--- config.mk ---
export PLATFORM = sky130hd
export DESIGN_NAME = rs_enc_flat
export DESIGN_NICKNAME = d
export VERILOG_FILES = /design/src/rtl/rs_enc_if.sv /design/src/rtl/rs_enc.sv /design/src/flat_wrapper.sv
export SDC_FILE = /design/constraint.sdc
export NUM_CORES = 1
export LEC_CHECK = 0
export BUFFER_PORTS_ARGS = -buffer_cell sky130_fd_sc_hd__buf_2
export CORE_ASPECT_RATIO = 2
export CORE_MARGIN = 1.5
export CORE_UTILIZATION = 35
export DETAILED_ROUTE_END_ITERATION = 10
export GPL_TIMING_DRIVEN = 1
export HOLD_SLACK_MARGIN = 0.06
export PLACE_DENSITY = 0.5
export SLEW_MARGIN = 10
export SYNTH_ARGS = -nofsm -noshare
export SYNTH_HDL_FRONTEND = slang
export SYNTH_SLANG_ARGS = --single-unit
--- constraint.sdc ---
create_clock -name iclk -period 4.65 [get_ports iclk]
set_clock_uncertainty 0.05 [all_clocks]
set_input_delay 0 -clock iclk [delete_from_list [all_inputs] [get_ports iclk]]
set_output_delay 0 -clock iclk [all_outputs]
set_load 0.02 [all_outputs]
--- src/rtl/rs_enc_if.sv ---
// rs_enc_if: symbol-stream bundle between a frame source/sink and the RS encoder.
//   Input stream  (master -> slave): isop, ival, ieop, idat[m-1:0]
//   Output stream (slave -> master): ordy, osop, oval, oeop, oflag, odat[m-1:0]
// The master side drives information symbols and observes the coded stream.
// The slave side is the encoder.
interface rs_enc_if #(
  parameter int m = 8
) ();
  logic         isop;
  logic         ival;
  logic         ieop;
  logic [m-1:0] idat;
  logic         ordy;
  logic         osop;
  logic         oval;
  logic         oeop;
  logic         oflag;
  logic [m-1:0] odat;

  modport master (
    output isop, ival, ieop, idat,
    input  ordy, osop, oval, oeop, oflag, odat
  );

  modport slave (
    input  isop, ival, ieop, idat,
    output ordy, osop, oval, oeop, oflag, odat
  );
endinterface

--- src/rtl/rs_enc.sv ---
// rs_enc: systematic Reed-Solomon encoder over GF(2^m).
// Information symbols pass through with one enabled-tick latency. After the
// last one (ieop, or the k-th symbol of a full-length frame) the encoder
// appends `check` parity symbols taken from a generator-polynomial LFSR.
// Ports:
//   iclk     clock
//   ireset   synchronous reset, active low
//   iclkena  clock enable; low freezes every register
//   bus      rs_enc_if.slave: isop/ival/ieop/idat in, ordy/osop/oval/oeop/oflag/odat out
module rs_enc #(
  parameter int m        = 8,
  parameter int irrpol   = 285,
  parameter int n        = 255,
  parameter int check    = 32,
  parameter int genstart = 0
) (
  input  logic   iclk,
  input  logic   ireset,
  input  logic   iclkena,
  rs_enc_if.slave bus
);

  localparam int k  = n - check;
  localparam int dw = $clog2(k + 1);
  localparam int pw = $clog2(check + 1);

  localparam logic [m:0] irr_poly = (m + 1)'(irrpol);

  typedef enum logic [1:0] {
    IDLE   = 2'd0,
    DATA   = 2'd1,
    PARITY = 2'd2
  } state_t;

  // Multiply by alpha (x) with reduction by the field polynomial.
  function automatic logic [m-1:0] gf_xtime(input logic [m-1:0] a);
    logic [m:0] t;
    t = {a, 1'b0};
    t = t ^ (irr_poly & {(m + 1){t[m]}});
    return t[m-1:0];
  endfunction

  // Shift-and-add GF(2^m) multiplier.
  function automatic logic [m-1:0] gf_mul(input logic [m-1:0] a, input logic [m-1:0] b);
    logic [m-1:0] acc;
    logic [m-1:0] sh;
    acc = {m{1'b0}};
    sh  = a;
    for (int i = 0; i < m; i++) begin
      acc = acc ^ (sh & {m{b[i]}});
      sh  = gf_xtime(sh);
    end
    return acc;
  endfunction

  // Expand prod (x + alpha^(genstart+i)); the monic top term is implicit,
  // so only coefficients 0..check-1 are returned, packed low-first.
  function automatic logic [check*m-1:0] gen_poly();
    logic [m-1:0]         c [0:check];
    logic [m-1:0]         root;
    logic [check*m-1:0]   res;
    for (int j = 0; j <= check; j++) c[j] = {m{1'b0}};
    c[0] = {{(m - 1){1'b0}}, 1'b1};
    root = {{(m - 1){1'b0}}, 1'b1};
    for (int i = 0; i < genstart; i++) root = gf_xtime(root);
    for (int i = 0; i < check; i++) begin
      // descending j so c[j-1] is still the previous-round value
      for (int j = check; j > 0; j--) c[j] = c[j-1] ^ gf_mul(c[j], root);
      c[0] = gf_mul(c[0], root);
      root = gf_xtime(root);
    end
    for (int j = 0; j < check; j++) res[j*m +: m] = c[j];
    return res;
  endfunction

  localparam logic [check*m-1:0] gen_coef = gen_poly();

  state_t         state_r;
  state_t         state_nxt_s;
  logic [m-1:0]   lfsr_r     [check];
  logic [m-1:0]   lfsr_nxt_s [check];
  logic [dw-1:0]  dcnt_r;
  logic [dw-1:0]  dcnt_nxt_s;
  logic [dw-1:0]  dcnt_inc_s;
  logic [pw-1:0]  pcnt_r;
  logic [pw-1:0]  pcnt_nxt_s;
  logic           ordy_r,  ordy_nxt_s;
  logic           osop_r,  osop_nxt_s;
  logic           oval_r,  oval_nxt_s;
  logic           oeop_r,  oeop_nxt_s;
  logic           oflag_r, oflag_nxt_s;
  logic [m-1:0]   odat_r,  odat_nxt_s;
  logic           acc_s;
  logic           take_s;
  logic           last_data_s;
  logic           last_par_s;
  logic [m-1:0]   fb_s;

  assign acc_s = iclkena & bus.ival & ordy_r;
  // an accepted symbol in IDLE only counts when it starts a frame
  assign take_s = acc_s & (bus.isop | (state_r == DATA));
  // isop restarts the codeword, so the LFSR is seen as cleared
  assign fb_s = bus.idat ^ (bus.isop ? {m{1'b0}} : lfsr_r[check-1]);
  assign last_par_s = (pcnt_r == pw'(check - 1));

  // Data count after the current accept; saturates at k.
  always_comb begin
    if (bus.isop) begin
      dcnt_inc_s = dw'(1'b1);
    end else if (dcnt_r == dw'(k)) begin
      dcnt_inc_s = dcnt_r;
    end else begin
      dcnt_inc_s = dcnt_r + dw'(1'b1);
    end
  end

  assign last_data_s = (dcnt_inc_s == dw'(k));

  // State register.
  always_ff @(posedge iclk) begin
    if (!ireset) begin
      state_r <= IDLE;
    end else if (iclkena) begin
      state_r <= state_nxt_s;
    end
  end

  // Next-state logic.
  always_comb begin
    state_nxt_s = state_r;
    case (state_r)
      IDLE, DATA: begin
        if (take_s) begin
          state_nxt_s = (bus.ieop || last_data_s) ? PARITY : DATA;
        end else begin
          state_nxt_s = state_r;
        end
      end
      PARITY: begin
        if (last_par_s) begin
          state_nxt_s = IDLE;
        end else begin
          state_nxt_s = PARITY;
        end
      end
      default: state_nxt_s = IDLE;
    endcase
  end

  // Output and datapath next values: LFSR, counters and the output stream.
  always_comb begin
    lfsr_nxt_s  = lfsr_r;
    dcnt_nxt_s  = dcnt_r;
    pcnt_nxt_s  = pcnt_r;
    osop_nxt_s  = 1'b0;
    oval_nxt_s  = 1'b0;
    oeop_nxt_s  = 1'b0;
    oflag_nxt_s = 1'b0;
    odat_nxt_s  = {m{1'b0}};
    if (take_s) begin
      lfsr_nxt_s[0] = gf_mul(fb_s, gen_coef[0 +: m]);
      for (int i = 1; i < check; i++) begin
        lfsr_nxt_s[i] = (bus.isop ? {m{1'b0}} : lfsr_r[i-1]) ^ gf_mul(fb_s, gen_coef[i*m +: m]);
      end
      dcnt_nxt_s = dcnt_inc_s;
      pcnt_nxt_s = {pw{1'b0}};
      osop_nxt_s = bus.isop;
      oval_nxt_s = 1'b1;
      odat_nxt_s = bus.idat;
    end else if (state_r == PARITY) begin
      odat_nxt_s  = lfsr_r[check-1];
      oval_nxt_s  = 1'b1;
      oflag_nxt_s = 1'b1;
      oeop_nxt_s  = last_par_s;
      lfsr_nxt_s[0] = {m{1'b0}};
      for (int i = 1; i < check; i++) lfsr_nxt_s[i] = lfsr_r[i-1];
      if (last_par_s) begin
        pcnt_nxt_s = {pw{1'b0}};
        dcnt_nxt_s = {dw{1'b0}};
      end else begin
        pcnt_nxt_s = pcnt_r + pw'(1'b1);
      end
    end else begin
      lfsr_nxt_s = lfsr_r;
    end
    ordy_nxt_s = (state_nxt_s != PARITY);
  end

  // Datapath and output registers.
  always_ff @(posedge iclk) begin
    if (!ireset) begin
      for (int i = 0; i < check; i++) lfsr_r[i] <= {m{1'b0}};
      dcnt_r  <= {dw{1'b0}};
      pcnt_r  <= {pw{1'b0}};
      ordy_r  <= 1'b1;
      osop_r  <= 1'b0;
      oval_r  <= 1'b0;
      oeop_r  <= 1'b0;
      oflag_r <= 1'b0;
      odat_r  <= {m{1'b0}};
    end else if (iclkena) begin
      lfsr_r  <= lfsr_nxt_s;
      dcnt_r  <= dcnt_nxt_s;
      pcnt_r  <= pcnt_nxt_s;
      ordy_r  <= ordy_nxt_s;
      osop_r  <= osop_nxt_s;
      oval_r  <= oval_nxt_s;
      oeop_r  <= oeop_nxt_s;
      oflag_r <= oflag_nxt_s;
      odat_r  <= odat_nxt_s;
    end
  end

  assign bus.ordy  = ordy_r;
  assign bus.osop  = osop_r;
  assign bus.oval  = oval_r;
  assign bus.oeop  = oeop_r;
  assign bus.oflag = oflag_r;
  assign bus.odat  = odat_r;

endmodule

--- src/flat_wrapper.sv ---
// flat-port wrapper written by rule: the top's interface ports become plain ports
module rs_enc_flat 
#(
  parameter int m        = 8,
  parameter int irrpol   = 285,
  parameter int n        = 255,
  parameter int check    = 32,
  parameter int genstart = 0
)
  (iclk, ireset, iclkena, bus_isop, bus_ival, bus_ieop, bus_idat, bus_ordy, bus_osop, bus_oval, bus_oeop, bus_oflag, bus_odat);
  rs_enc_if #(.m(m)) bus_i ();
  input  logic iclk;
  input  logic ireset;
  input  logic iclkena;
  input wire logic [$bits(bus_i.isop)-1:0] bus_isop;
  input wire logic [$bits(bus_i.ival)-1:0] bus_ival;
  input wire logic [$bits(bus_i.ieop)-1:0] bus_ieop;
  input wire logic [$bits(bus_i.idat)-1:0] bus_idat;
  output wire logic [$bits(bus_i.ordy)-1:0] bus_ordy;
  output wire logic [$bits(bus_i.osop)-1:0] bus_osop;
  output wire logic [$bits(bus_i.oval)-1:0] bus_oval;
  output wire logic [$bits(bus_i.oeop)-1:0] bus_oeop;
  output wire logic [$bits(bus_i.oflag)-1:0] bus_oflag;
  output wire logic [$bits(bus_i.odat)-1:0] bus_odat;
  assign bus_i.isop = bus_isop;
  assign bus_i.ival = bus_ival;
  assign bus_i.ieop = bus_ieop;
  assign bus_i.idat = bus_idat;
  assign bus_ordy = bus_i.ordy;
  assign bus_osop = bus_i.osop;
  assign bus_oval = bus_i.oval;
  assign bus_oeop = bus_i.oeop;
  assign bus_oflag = bus_i.oflag;
  assign bus_odat = bus_i.odat;
  rs_enc #(.m(m), .irrpol(irrpol), .n(n), .check(check), .genstart(genstart)) u_core (.iclk(iclk), .ireset(ireset), .iclkena(iclkena), .bus(bus_i));
endmodule
# Word-level counts from Yosys, hierarchy flattened
# Index checks and enable logic that the tools add are counted.
dict set report classes {
  n_mux 54
  eq_ne 6
  add_sub_neg 2
  n_reduce_logical 7
  bitwise_logic 101
}
# op count
set ops {}
lappend ops {{$xor 8x8->8} 90}
lappend ops {{$mux 256} 2}
lappend ops {{$mux 8} 39}
lappend ops {{$xor 8x5->8} 7}
lappend ops {{$mux 6} 3}
lappend ops {{$eq 8x8->1 const B} 2}
lappend ops {{$add 8x1->8 const B} 1}
lappend ops {{$add 6x1->6 const B} 1}
lappend ops {{$eq 6x5->1 const B} 1}
lappend ops {{$mux 1} 6}
lappend ops {{$mux 2} 3}
lappend ops {{$pmux 2 s2} 1}
lappend ops {{$reduce_bool 2->1} 2}
lappend ops {{$and 1x1->1} 3}
lappend ops {{$reduce_and 3->1} 1}
lappend ops {{$eq 2x1->1 const B} 1}
lappend ops {{$eq 2x2->1 const B} 1}
lappend ops {{$logic_not 2->1} 1}
lappend ops {{$ne 2x2->1 const B} 1}
lappend ops {{$reduce_and 2->1} 1}
lappend ops {{$reduce_or 2->1} 1}
lappend ops {{$logic_or 1x1->1} 1}
lappend ops {{$or 1x1->1} 1}
dict set report totals {
  elab_cells 211
  inputBits 14
  output_inout_bits 13
  reg_bits 285
}

# Longest topological paths before layout
dict set report depth {
  word_depth 12
  mapped_depth 12
  ltp_nobuf 9
}

# Least setup slack after synthesis
# OpenSTA, ideal clock, no wires.
dict set report synth_timing {
  kind {register to register}
  from {reg u_core.lfsr_r[5] (netlist bit)}
  to {reg u_core.lfsr_r[27] (netlist bit)}
  arrival_time_ns 2.566
  path_buffers 1
  path_stages_with_launch 11
  setup_ns 0.079
  period_less_slack_ns 2.695
  path_slack_ns 1.955
  t_required_ns 4.521
  path_cell_list {dfxtp_1 > buf_4 > and2b_4 > xnor2_4 > xnor2_1 > xor3_2 > xnor3_2 > xnor2_1 > nand2_2 > xnor2_1 > a211oi_2}
}
dict set report synth_via {
  elab_chain_cells 12
  elab_cells_between_ends 14
  cone_classes {2 x mux; 12 x bitwise}
}
# element line_no
set synth_lines {}
lappend synth_lines {{from (decl)} rs_enc.sv:80} ;# logic [m-1:0] lfsr_r [check];
lappend synth_lines {{from (signal assigned)} rs_enc.sv:202} ;# lfsr_r <= lfsr_nxt_s;
lappend synth_lines {{$mux 8 (*)} rs_enc.sv:103} ;# assign fb_s = bus.idat ^ (bus.isop ? {m{1'b0}} : lfsr_r[check-1]);
lappend synth_lines {{$xor 8x8->8 (*)} rs_enc.sv:103}
lappend synth_lines {{$xor 8x5->8 (*) (3 in a row)} rs_enc.sv:39} ;# t = t ^ (irr_poly & {(m + 1){t[m]}});
lappend synth_lines {{$xor 8x5->8} rs_enc.sv:39}
lappend synth_lines {{$xor 8x5->8} -}
lappend synth_lines {{$xor 8x5->8} rs_enc.sv:39}
lappend synth_lines {{$xor 8x5->8} -}
lappend synth_lines {{$xor 8x8->8 (*)} rs_enc.sv:50} ;# acc = acc ^ (sh & {m{b[i]}});
lappend synth_lines {{$xor 8x8->8 (*)} rs_enc.sv:163} ;# lfsr_nxt_s[i] = (bus.isop ? {m{1'b0}} : lfsr_r[i-1]) ^ gf_mul(fb_s, gen_coef[i*m +: m]);
lappend synth_lines {{$mux 256 (*)} rs_enc.sv:160} ;# if (take_s) begin
# Mark *: on every way between the ends. The rest lies on a longest branch, timed or not.
# A chain may end at the register's enable or synchronous reset.

# Final worst setup path
dict set report layout_timing {
  from {reg u_core.lfsr_r[6] (netlist bit)}
  to {reg u_core.lfsr_r[42] (netlist bit)}
}
dict set report layout_via {
  elab_chain_cells 11
  elab_cells_between_ends 15
  cone_classes {2 x mux; 13 x bitwise}
}
# element line_no
set layout_lines {}
lappend layout_lines {{$mux 8 (*)} rs_enc.sv:103}
lappend layout_lines {{$xor 8x8->8 (*)} rs_enc.sv:103}
lappend layout_lines {{$xor 8x5->8 (*) (2 in a row)} rs_enc.sv:39}
lappend layout_lines {{$xor 8x8->8 or $xor 8x5->8 (tied branches) (2 in a row)} {rs_enc.sv:50, rs_enc.sv:39}}
lappend layout_lines {{$xor 8x8->8 or $xor 8x5->8 (tied branches)} -}
lappend layout_lines {{$xor 8x8->8 or $xor 8x5->8 (tied branches)} {rs_enc.sv:50, rs_enc.sv:39}}
lappend layout_lines {{$xor 8x8->8 (*)} rs_enc.sv:50}
lappend layout_lines {{$xor 8x8->8 (*)} rs_enc.sv:163}
lappend layout_lines {{$mux 256 (*)} rs_enc.sv:160}
# Marked as above.

==> flow_summary.toml <==
[timing]
setup_viol = 0
worst_pin_slew_ns = 1.18
slew-limit-headroom_pct = 21.3
totalNegativeSetupSlack_ns = 0
max_freq_mhz = 297
finalCriticalPeriod_ns = 3.37
hold_viol = 0
slew_violations = 0
hold_slack_ns = 0.0715
period_share_pct = 72.5
rsz0062_at_grt = "false"

[layout]
drive_above_1_share_pct = 9.53
instances_no_fill = 2699
n_antenna_cell = 0
most-common-layout-cells = "nand2_1 (336), nor2_1 (323), dfxtp_1 (285)"
nets = 2059
syn2layout_area_growth_pct = 12.0
layout_commonest_cell = "nand2_1"
n_fill_cell = 4945
final_area_um2 = 18700

[yosys]
ys_ff_latch = 285
netlist_instances = 2087
synth-seq-area-share_pct = 34.2
syn_avg_cell_area_um2 = 7.99
synth_edf_count = 0
synth_warnings = 0
yosysTopAreaCell = "dfxtp_1"
yosys-top-cells-area = "dfxtp_1 (34%), xor2_1 (11%), xnor2_1 (9.1%)"
syn_area_um2 = 16700
synth_ff_type = "dfxtp_1"
yosysUniqueCellTypes = 55
synth_top_cell_area_share_pct = 34.2
async_flop_share_pct = 0
syn_nets = 2103

[global_route]
antenna_found_initial = 0
grt_pass1_wl_um = 82700
grt_start_max_net_pins = 133
grtUsageTotal_pct = 22.2
grt_pass1_vias = 12972
overflow = 0

[job]
cap_violations = 0

[setup_path]
endpoint_kind = "register"
cpMostUsedCell = "xnor2_4"
critPathSlowestCell = "dfxtp_1"
rr_worst_depth = 9
cpPeakStageDelay_ns = 0.67
worstPathCellList = "xnor2_2 -> nor2_2 -> xnor2_4 -> xnor2_4 -> xnor2_4 -> xor2_1 -> nand2_1 -> xnor2_1 -> a211oi_1"
crit_type = "reg -> reg"
crit_path_max_fanout = 10
critPathLaunchType = "register"
crit_required_ns = 5.08
arrival_ns = 3.80

[route]
drt_iter0_drc = 1046
avgRoutedWirePerCell_um = 20.0
totalWireLength_um = 53900
dr.pass1.iters = 5
vias = 13767
drc = 0
antenna_left = 0
vias_per_cell = 5.10

[placed_design]
io_buffers = 26
dpl_cell_area_um2 = 17400
place.gp.congestion = 0.907
dpl.cell_count = 2625
post-dp-hpwl_um = 37200

[floorplan]
io_pins = 27
start_util_pct = 35.3
dieArea_um2 = 49000
die_y_um = 312
rows = 113
design.core.area_um2 = 47200
floorplan.die.width_um = 157

[cts]
cts_hold_buf = 18
cts_buffer_depth = 3
cts_setup_buffers = 0
numCtsBuffers = 30
clk_latency_ns = 0.59
clock-sinks = 285
clkSlewWorstSetupHoldPaths_ns = 0.07
cts_max_level = 1
root_buffer = "clkbuf_16"
tritoncts = "yes"
cts_resized = 0

[worst_hold_path]
hold_path.class = "in -> reg"
whs_path_depth = 3

[power_and_ir_drop]
power.density_nw_per_um2 = 439
leakage_uw = 0.00647
ir_drop_mv = 0.351
total_power_uw = 8210

[status]
outcome = "finished, final reports clean"
## stage by stage
stage / utilization (%) / worst slack, ns
floorplan: - / 1.95
global placement: 36.9 / 1.17
detailed placement: 36.9 / 1.13
CTS: 39.5 / 1.26
global route: 39.5 / 1.17
finish: 39.5 / 1.28
## layer usage
layer	wire [um]	GRT usage (%)
met5	0	0
met4	2260	8.94
met3	1860	1.79
met2	25700	36.3
met1	24100	29.9
## where the power goes
part           internal, uW  switching [uW]
clock                  1540            1100
combinational          1060            1740
sequential             2630             134
## final timing paths
check                      from                 end  slack [ns]
max            u_core.lfsr_r[6]   u_core.lfsr_r[42]        1.28
min                    bus_isop    u_core.dcnt_r[0]        0.07
max reg2reg    u_core.lfsr_r[6]   u_core.lfsr_r[42]        1.28
min reg2reg  u_core.lfsr_r[226]  u_core.lfsr_r[226]        0.41
## area by class of cell
class / count / area (um^2) / share of cell area [%]
clock inverter: 18 / 200 / 1.07
timing repair buffer: 93 / 791 / 4.24
sequential: 285 / 5710 / 30.6
inverter: 10 / 45.0 / 0.241
clock buffer: 38 / 872 / 4.67
tap: 632 / 791 / 4.24
multi-input combinational: 1623 / 10300 / 55.0
## cells in the mapped netlist (all sizes together), types with 3 or more instances
library cell,count
nand2,337
nor2,331
dfxtp,285
xor2,212
xnor2,206
a211oi,203
a21oi,142
clkbuf,118
buf,51
nand3,49
o21ai,29
nand2b,14
a31oi,12
nor2b,11
inv,10
nor3,9
o221ai,8
mux2i,6
a22oi,5
or2,5
a311oi,4
and2,4
xnor3,4
nand4,3
nor3b,3
o22ai,3
xor3,3
## kinds of logic (layout without fill, tap and decap cells)
| logic type | Yosys count | in the layout | share of synthesized area (%) |
|---|---|---|---|
| simple gates | 776 | 776 | 18.9 |
| xor+xnor | 425 | 425 | 25.7 |
| compound gates | 414 | 414 | 16.2 |
| flops | 285 | 285 | 34.2 |
| buf+inv | 179 | 159 | 4.50 |
| mux | 6 | 6 | 0.360 |
| fa+ha+maj | 2 | 2 | 0.150 |
## state kept, by name (all words and copies together), names as in the netlist
name              count
u_core.bus.odat       8
u_core.bus.oeop       1
u_core.bus.oflag      1
u_core.bus.ordy       1
u_core.bus.osop       1
u_core.bus.oval       1
u_core.dcnt_r         8
u_core.lfsr_r       256
u_core.pcnt_r         6
u_core.state_r        2
## worst max-delay path: cells and delay by family (launching register included)
kind | cells | cell delay, ns
simple gates | 2 | 0.22
compound gates | 1 | 0.22
xor+xnor | 6 | 2.10
flops | 1 | 0.67
Power figures use the tool's default switching activity.
